## src/rtl/hdlc_pkg.sv

```systemverilog
// Shared HDLC transmit constants and state encoding.
package hdlc_pkg;
  localparam logic [7:0]  FLAG        = 8'h7E;
  localparam logic [7:0]  ABORT_PAT   = 8'hFE;
  localparam logic [2:0]  STUFF_LIMIT = 3'd5;
  localparam logic [15:0] CRC_POLY    = 16'h8408;
  localparam logic [15:0] CRC_INIT    = 16'hFFFF;

  typedef enum logic [2:0] {IDLE, OPEN_FLAG, DATA, FCS, CLOSE_FLAG, ABORT} tx_state_t;
endpackage

```

## src/rtl/hdlc_tx_crc16.sv

```systemverilog
// Bit-serial reflected CRC-16/X.25; CrcNext includes the bit presented on Din.
module hdlc_tx_crc16
  import hdlc_pkg::*;
(
  input  logic        Clk,
  input  logic        Rst,
  input  logic        Clr,
  input  logic        En,
  input  logic        Din,
  output logic [15:0] CrcNext
);
  logic [15:0] crcReg;
  logic        fb;

  assign fb      = crcReg[0] ^ Din;
  assign CrcNext = (crcReg >> 1) ^ (fb ? CRC_POLY : 16'h0000);

  always_ff @(posedge Clk) begin
    if (Rst || Clr) crcReg <= CRC_INIT;
    else if (En)    crcReg <= CrcNext;
  end
endmodule

```

## src/rtl/hdlc_tx_framer.sv

```systemverilog
// HDLC transmit framer: flag, zero-stuffed payload, optional FCS (HDLC_TX_FCS_EN), flag.
module hdlc_tx_framer
  import hdlc_pkg::*;
#(
  parameter int MAX_BYTES = 128,
  parameter int CNT_W     = $clog2(MAX_BYTES + 1)
) (
  input  logic       Clk,
  input  logic       Rst,
  input  logic       Tx_Start,
  input  logic       Tx_AbortFrame,
  input  logic [7:0] Tx_DataIn,
  input  logic       Tx_DataValid,
  input  logic       Tx_DataLast,
  output logic       Tx_DataAck,
  output logic       Tx,
  output logic       Tx_ValidFrame,
  output logic       Tx_AbortedTrans,
  output logic       Tx_Underrun,
  output logic       Tx_Done
);
  tx_state_t        state, tgtSt;
  logic [3:0]       bitIdx, tgtIdx;
  logic             stuffNow, lastByte;
  logic [2:0]       onesCnt;
  logic [CNT_W-1:0] byteCnt;
  logic [7:0]       curByte, byteSrc;
  logic             tgtBit, goAbort, fetchPt, ackNow, underrunNow, needStuff;

`ifdef HDLC_TX_FCS_EN
  logic [15:0] crcNext, fcsReg, fcsSrc;

  hdlc_tx_crc16 uCrc (
    .Clk    (Clk),
    .Rst    (Rst),
    .Clr    (state == OPEN_FLAG),
    .En     (state == DATA && !stuffNow),
    .Din    (Tx),
    .CrcNext(crcNext)
  );
`endif

  assign Tx_DataAck = ackNow;

  // While stuffNow is set, state/bitIdx already name the next real bit to send.
  always_comb begin
    tgtSt       = state;
    tgtIdx      = bitIdx + 4'd1;
    goAbort     = 1'b0;
    fetchPt     = 1'b0;
    ackNow      = 1'b0;
    underrunNow = 1'b0;
    if (stuffNow) begin
      tgtIdx  = bitIdx;
      goAbort = Tx_AbortFrame;
    end else begin
      case (state)
        IDLE: begin
          tgtIdx = 4'd0;
          if (Tx_Start) tgtSt = OPEN_FLAG;
        end
        OPEN_FLAG: begin
          goAbort = Tx_AbortFrame;
          fetchPt = (bitIdx == 4'd7);
        end
        DATA: begin
          goAbort = Tx_AbortFrame;
          if (bitIdx == 4'd7) begin
            if (lastByte) begin
`ifdef HDLC_TX_FCS_EN
              tgtSt = FCS;
`else
              tgtSt = CLOSE_FLAG;
`endif
              tgtIdx = 4'd0;
            end else begin
              fetchPt = 1'b1;
            end
          end
        end
`ifdef HDLC_TX_FCS_EN
        FCS: begin
          goAbort = Tx_AbortFrame;
          if (bitIdx == 4'd15) begin
            tgtSt  = CLOSE_FLAG;
            tgtIdx = 4'd0;
          end
        end
`endif
        CLOSE_FLAG, ABORT: if (bitIdx == 4'd7) begin
          tgtSt  = IDLE;
          tgtIdx = 4'd0;
        end
        default: begin
          tgtSt  = IDLE;
          tgtIdx = 4'd0;
        end
      endcase
      if (fetchPt) begin
        underrunNow = !Tx_DataValid;
        if (!Tx_DataValid || byteCnt == CNT_W'(MAX_BYTES)) begin
          goAbort = 1'b1;
        end else if (!goAbort) begin
          ackNow = 1'b1;
          tgtSt  = DATA;
          tgtIdx = 4'd0;
        end
      end
    end
    if (goAbort) begin
      tgtSt  = ABORT;
      tgtIdx = 4'd0;
    end
    byteSrc = ackNow ? Tx_DataIn : curByte;
`ifdef HDLC_TX_FCS_EN
    fcsSrc = (state == DATA) ? ~crcNext : fcsReg;
`endif
    case (tgtSt)
      OPEN_FLAG, CLOSE_FLAG: tgtBit = FLAG[tgtIdx[2:0]];
      DATA:                  tgtBit = byteSrc[tgtIdx[2:0]];
      ABORT:                 tgtBit = ABORT_PAT[tgtIdx[2:0]];
`ifdef HDLC_TX_FCS_EN
      FCS:                   tgtBit = fcsSrc[tgtIdx];
`endif
      default:               tgtBit = 1'b1;
    endcase
    needStuff = !stuffNow && !goAbort && (state == DATA || state == FCS) &&
                (onesCnt == STUFF_LIMIT);
  end

  always_ff @(posedge Clk) begin
    if (Rst) begin
      state           <= IDLE;
      bitIdx          <= 4'd0;
      stuffNow        <= 1'b0;
      onesCnt         <= 3'd0;
      byteCnt         <= '0;
      curByte         <= 8'h00;
      lastByte        <= 1'b0;
      Tx              <= 1'b1;
      Tx_ValidFrame   <= 1'b0;
      Tx_AbortedTrans <= 1'b0;
      Tx_Underrun     <= 1'b0;
      Tx_Done         <= 1'b0;
`ifdef HDLC_TX_FCS_EN
      fcsReg          <= 16'h0000;
`endif
    end else begin
      Tx_Done         <= 1'b0;
      Tx_AbortedTrans <= 1'b0;
      Tx_Underrun     <= underrunNow;
      if (ackNow) begin
        curByte  <= Tx_DataIn;
        lastByte <= Tx_DataLast;
        byteCnt  <= byteCnt + 1'b1;
      end
      if (state == IDLE && tgtSt == OPEN_FLAG) begin
        byteCnt       <= '0;
        Tx_ValidFrame <= 1'b1;
      end
      if (goAbort) Tx_ValidFrame <= 1'b0;
      if (state == CLOSE_FLAG && tgtSt == IDLE) begin
        Tx_ValidFrame <= 1'b0;
        Tx_Done       <= 1'b1;
      end
      if (state == ABORT && tgtSt == IDLE) Tx_AbortedTrans <= 1'b1;
`ifdef HDLC_TX_FCS_EN
      if (state == DATA && !stuffNow && tgtSt == FCS) fcsReg <= ~crcNext;
`endif
      state  <= tgtSt;
      bitIdx <= tgtIdx;
      if (needStuff) begin
        Tx       <= 1'b0;
        stuffNow <= 1'b1;
        onesCnt  <= 3'd0;
      end else begin
        Tx       <= tgtBit;
        stuffNow <= 1'b0;
        if (tgtSt == DATA || tgtSt == FCS) onesCnt <= tgtBit ? onesCnt + 3'd1 : 3'd0;
        else                               onesCnt <= 3'd0;
      end
    end
  end
endmodule

```

## config.mk

```make
export PLATFORM = sky130hd
export DESIGN_NAME = hdlc_tx_framer
export DESIGN_NICKNAME = d
export VERILOG_FILES = /design/src/rtl/hdlc_pkg.sv /design/src/rtl/hdlc_tx_crc16.sv /design/src/rtl/hdlc_tx_framer.sv
export SDC_FILE = /design/constraint.sdc
export NUM_CORES = 1
export LEC_CHECK = 0
export BUFFER_PORTS_ARGS = -buffer_cell sky130_fd_sc_hd__buf_2
export CAP_MARGIN = 20
export CORE_MARGIN = 2
export CORE_UTILIZATION = 63
export DETAILED_ROUTE_END_ITERATION = 6
export HOLD_SLACK_MARGIN = 0.15
export MAX_ROUTING_LAYER = met4
export PLACE_DENSITY = 0.94
export SLEW_MARGIN = 10
export SYNTH_ARGS = -nofsm -noshare
export SYNTH_HDL_FRONTEND = slang
export SYNTH_SLANG_ARGS = --single-unit
```

## constraint.sdc

```tcl
create_clock -name Clk -period 6.6 [get_ports Clk]
set_input_delay 0.33 -clock Clk [delete_from_list [all_inputs] [get_ports Clk]]
set_output_delay 0.33 -clock Clk [all_outputs]
set_load 0.03 [all_outputs]
```

==> impl_results.md, run 1 <==
* FILL cells at 249
* Met2 WL at 1.99 mm
* Initial Utilization at 64.7%
* Final Hold Fails at 0
* Least-Margin Pin Slew at 803 ps
* Clock transition at path regs at 90 ps
* Number of remaining DRC errors at 0
* Layout cell share with drive strength beyond 1 at 19.1%
* Synth area leaders: dfxtp_1, nand2_1, a21oi_1, nor2_1, xnor2_1
* Adder-cell area share of the yosys netlist at 3.25%
* Pleak at 0.000730 uW
* Final setup viols at 0
* Worst-path fanout max at 18
* Clock latency on the worst-skew pair at 330 ps
* CP Launch Type: register
* Cell Rows at 20
* Clock Skew at 1.37 ps
* First-pass GRT wire length at 6.89 mm
* Die Y-Extent at 59.3 microns
* Post-Syn Area per Cell at 8.63 sq um
* Post-synthesis compound-gate area fraction at 27.0%
* Min-Delay Path Class: input port to register
* MaxCap Viol Count at 0
* Vias at 1695
* Core region area at 0.00298 sq mm
* Fin nets at 259
* Syn nets at 242
* Crit Path Class: register to output pin
* GPL Wtd Cong at 1.00
* Final worst slack at 3640 ps
* Routed wl met3 at 220 microns
* Synth-to-layout area growth at 7.41%
* Fin crit share at 44.9%
* Yosys cell types at 62
* Crit path time final at 2960 ps
* Largest net degree at the start of global routing at 22
* Yosys top cell by area: dfxtp_1
* CTS tree: done
* Synth Area in Simple Gates at 25.2%
* CTS resizes at 0
* Global route overflow at 0
* HP Start: Tx_DataValid
* First-pass iteration count of the detailed router at 4
* Sequential area share after synthesis at 34.3%
* Status: finished clean
* Relative slew slack at 46.0%
* Worst setup EP type: output pin
* IO Pins at 20
* Hold-fix buffers, CTS at 0
* Dpl ws at 3690 ps
* Fin. max-slew vios at 0
* Synth top area share at 34.3%
* Clock sinks at 33
* M1 wire length at 1.80 mm
* Vias in the first global route at 1601
* Critical Path RT at 6270 ps
* FF+latch count, synth at 33
* Count of flip-flops with a built-in enable after synthesis at 0
* Clk root buf: clkbuf_4
* Post-Route WL at 4.11 mm
* Port bufs at 19
* Vias per inst at 6.19
* CTS H-tree lvls at 2
* CTS Buf Count at 5
* Start point of the critical path: state[1]
* Reg-to-reg critical path startpoint: state[1]
* Gr usage total at 27.2%
* Power per cell area at 181 mW/mm^2
* RSZ-0062 raised after global routing: no
* Hpwl dp at 3.16 mm
* Post-CTS Repair Setup Buffers at 0
* Critical Path AT at 2630 ps
* Yosys Warn Count at 0
* Primary FF master, synth: dfxtp_1
* Maximum clock path buffer count at 2
* Highest metal used: met4
* Ant diodes at 0
* Multiplexer area fraction after synthesis at 1.10%
* Iteration-0 DRC Markers at 135
* FMAX at 0.338 GHz
* XOR/XNOR Fraction of Synth Area at 5.00%
* Initial antenna violation count at 0
* Setup TNS at 0 ps
* Die width at 59.3 microns
* Peak VDD IR at 170 uV
* Largest family of logic cells by synthesized area: compound AO/OA/AOI/OAI gates
* Async S/R FF share, synth at 0%
* Die area at 0.00351 sq mm
* Post-DR wirelength/cell at 15.0 microns
* Final ANT Viol Nets at 0
* Synthesized instance count at 223
* Mapped Area at 0.00193 sq mm
[flip-flops by register name, indices dropped and copies added, names as in the netlist]
name and flops:
onesCnt 3, lastByte 1, Tx_Underrun 1, Tx 1, bitIdx 4, curByte 8
state 3, Tx_Done 1, byteCnt 8, stuffNow 1, Tx_AbortedTrans 1, Tx_ValidFrame 1
[power breakdown]
| group | internal (uW) | switching (uW) |
|---|---|---|
| combinational | 24.6 | 36.1 |
| sequential | 203 | 5.24 |
| clock | 42.4 | 63.1 |
[cell usage after synthesis (3+ instances only)]
cell / instances
xnor2_1: 8
xor2_1: 3
ha_1: 5
nor2b_1: 3
a21oi_1: 18
nand2_1: 29
inv_1: 9
o311ai_1: 3
o31ai_1: 4
nor3_1: 7
dfxtp_1: 33
o211ai_1: 5
nand3_1: 4
o21ai_0: 10
nor2_1: 19
clkbuf_1: 5
and2_1: 4
[layer usage]
metal / GRT usage (%) / vias to the layer above
li1: - / 838
met1: 31.6 / 799
met2: 43.0 / 48
met3: 7.21 / 10
met4: 13.6 / 0
met5: - / -
[critical path, stage by stage, from the launching register on]
cell	delay [ps]
dfxtp_1	530
or3b_4	470
a2111oi_4	410
nand2_1	310
inv_2	320
buf_2	260
[cells by family (layout without fill, tap and decap cells)]
group,count (synthesis),count (layout)
AO/OA/AOI/OAI,63,63
XOR/XNOR,11,11
adder cells (fa/ha/maj),5,5
flip-flops,33,33
AND/OR/NAND/NOR,90,90
multiplexers,2,2
buffers and inverters,19,37
[cell type report]
cell class	instances	area, sq um	area share [%]
multi-input combinational	171	1180	57.3
sequential	33	661	31.9
timing repair buffer	19	95.1	4.60
clock buffer	8	48.8	2.36
tap	33	41.3	2.00
inverter	10	37.5	1.81
[stage by stage]
| stage | hold slack (ps) | power (uW) | util (%) | std cells | instance area [sq um] |
|---|---|---|---|---|---|
| after floorplan | 408 | 257 | - | 223 | 1930 |
| after global placement | 444 | 270 | 67.8 | 266 | 2020 |
| after detailed placement | 452 | 272 | 67.8 | 266 | 2020 |
| after CTS | 169 | 376 | 69.5 | 274 | 2070 |
| after global routing | 172 | 389 | 69.5 | 274 | 2070 |
| final | 178 | 374 | 69.5 | 274 | 2070 |
[placed cells by master (no fill, tap or decap), drive strengths merged, types with 4 or more instances in the layout]
cell	Yosys	routed
dfxtp	33	33
nand2	29	29
nor2	20	20
buf	4	19
a21oi	19	19
o21ai	12	12
inv	10	10
xnor2	8	8
clkbuf	5	8
nor3	7	7
o211ai	5	5
ha	5	5
nand3	4	4
and2	4	4
o31ai	4	4
o311ai	4	4
[final timing paths]
check | to | slack, ps | cells after the start
min reg2reg | curByte[2] | 470 | 2
max reg2reg | onesCnt[0] | 3670 | 9
min | Tx_Underrun | 180 | 2
max | Tx_DataAck | 3640 | 5
No activity file was read; power rests on OpenSTA's default activity.
==> run 2, diff against run 1 <==
Settings changed: CORE_UTILIZATION 63 to 58, PLACE_DENSITY 0.94 to 0.88.
Clock period 6.6 ns to 2.85 ns, I/O delays scaled along.
==> run 2 against run 1 <==
  * Critical path depth is 4 higher
  * Utilization is 2.3 points higher
  * Sequential cell count stayed put
  * Clock power is 140% higher
==> impl_results.md, run 2 (synthesis gave the netlist of run 1 again) <==
* Synth-to-layout area growth at 15.7% (was 7.41%)
* CTS resizes at 0 (unchanged)
* Post-Route WL at 4.23 mm (was 4.11 mm)
* Power per cell area at 397 mW/mm^2 (was 181 mW/mm^2)
* Finished Layout Cells at 301 (was 274)
* Largest regs: byteCnt (8), curByte (8), bitIdx (4) (unchanged)
* CTS H-tree lvls at 2 (unchanged)
* Ant diodes at 0 (unchanged)
* MaxCap Viol Count at 0 (unchanged)
* Relative slew slack at 68.6% (was 46.0%)
* Clock Skew at 5.89 ps (was 1.37 ps)
* Die width at 61.6 microns (was 59.3 microns)
* Port bufs at 19 (unchanged)
* Min-Delay Path Class: input port to register (unchanged)
* Fin crit share at 94.1%
* Crit path time final at 2680 ps
* Vias in the first global route at 1602 (was 1601)
* Placed cells at 282 (was 266)
* Clock sinks at 33 (unchanged)
* IO Pins at 20 (unchanged)
* Vias per inst at 5.75 (was 6.19)
* Most common cell after layout, fill and taps aside: dfxtp_1 (unchanged)
* Number of remaining DRC errors at 0 (unchanged)
* Die area at 0.00380 sq mm (was 0.00351 sq mm)
* Largest net degree at the start of global routing at 22 (unchanged)
* Final Total Pwr at 884 uW (was 374 uW)
* Maximum clock path buffer count at 2 (unchanged)
* FMAX at 0.373 GHz
* Pleak at 0.000801 uW (was 0.000730 uW)
* Core region area at 0.00310 sq mm (was 0.00298 sq mm)
* Clock latency on the worst-skew pair at 340 ps (was 330 ps)
* Final ANT Viol Nets at 0 (unchanged)
* First-pass iteration count of the detailed router at 4 (unchanged)
* Hpwl dp at 3.06 mm (was 3.16 mm)
* Critical Path RT at 3120 ps (was 6270 ps)
* Least-Margin Pin Slew at 470 ps (was 803 ps)
* Post-DR wirelength/cell at 14.0 microns (was 15.0 microns)
* CTS Buf Count at 5 (unchanged)
* Layout cell share with drive strength beyond 1 at 20.2% (was 19.1%)
* Initial Utilization at 62.1% (was 64.7%)
* Worst setup EP type: register (was output pin)
* Fin nets at 275 (was 259)
* Final Hold Fails at 0 (unchanged)
* Cell Rows at 20 (unchanged)
* Clock transition at path regs at 100 ps (was 90 ps)
* Iteration-0 DRC Markers at 172 (was 135)
* Status: finished clean (unchanged)
* Global route overflow at 0 (unchanged)
* Critical Path AT at 2950 ps (was 2630 ps)
* Clk root buf: clkbuf_4 (unchanged)
* First-pass GRT wire length at 7.26 mm (was 6.89 mm)
* CTS tree: done (unchanged)
* Peak VDD IR at 317 uV (was 170 uV)
* GPL Wtd Cong at 1.01 (was 1.00)
* Final setup viols at 0 (unchanged)
* Vias at 1730 (was 1695)
* Worst hold slack at 199 ps (was 178 ps)
* RSZ-0062 raised after global routing: no (unchanged)
* CP Launch Type: register (unchanged)
* Crit Path Class: register to register (was register to output pin)
* Initial antenna violation count at 0 (unchanged)
* Gr usage total at 27.1% (was 27.2%)
* Commonest non-fill, non-tap cells in the layout: dfxtp_1, nand2_1, nor2_1, buf_2, a21oi_1 (unchanged)
* Worst-path fanout max at 7 (was 18)
* Setup TNS at 0 ps (unchanged)
* Fin. max-slew vios at 0 (unchanged)
* Die Y-Extent at 61.6 microns (was 59.3 microns)
==> run 2: cell types whose count changed in the layout (fill, tap and decap cells not counted), sizes merged <==
cell / delta
buf: +6
dlygate4sd3: +10
==> run 2: worst max-delay path: stages (launching register included) <==
cell	delay [ps]
dfxtp_1	350
ha_1	250
and3b_1	210
a311o_1	370
a22o_4	260
or3_1	380
a311o_1	370
o311ai_2	90
o2111ai_2	170
a21oi_1	180
==> run 2: what timing repair did <==
action	CTS	global route
hold buffers	10	0
endpoints found under the setup margin	0	4
hold endpoints to repair	10	0
buffers inserted	0	1
==> run 2: per-layer routing <==
layer	global-route usage, %	vias to the layer above	part of all wire (%)
li1	-	866	-
met1	34.7	769	44
met2	40.6	85	46
met3	7.14	10	7.5
met4	10.6	0	1.8
met5	-	-	0
==> run 2: path summary, 6_finish.rpt <==
kind                                  from          to  slack, ps  depth (start not counted)
worst max-delay path             bitIdx[0]  onesCnt[1]        170                          9
worst min-delay path                   Rst   bitIdx[2]        200                          2
worst max register to register   bitIdx[0]  onesCnt[1]        170                          9
worst min register to register  curByte[3]  curByte[3]        460                          2
==> run 2: final cells by class <==
class / instances / area [sq um]
well taps: 44 / 55.1
inverters: 10 / 37.5
flip-flops and latches: 33 / 661
repair buffers: 35 / 240
clock buffers: 8 / 48.8
multi-input cells: 171 / 1180
fillers: 257 / 876
==> run 2: report_power, final <==
| part | switching (uW) | internal [uW] | leakage, uW |
|---|---|---|---|
| sequential | 10.0 | 470 | 0.000267 |
| clock | 153 | 98.2 | 0.0000265 |
| combinational | 86.1 | 67.0 | 0.000507 |
==> run 2: per-stage QoR <==
step / instance area (sq um) / setup WS, ps / util (%)
detailed placement: 2070 / 200 / 66.7
CTS: 2220 / 202 / 71.5
global route: 2230 / 12.2 / 71.8
global placement: 2070 / 291 / 66.7
floorplan: 1930 / 367 / -
finish: 2230 / 167 / 71.8
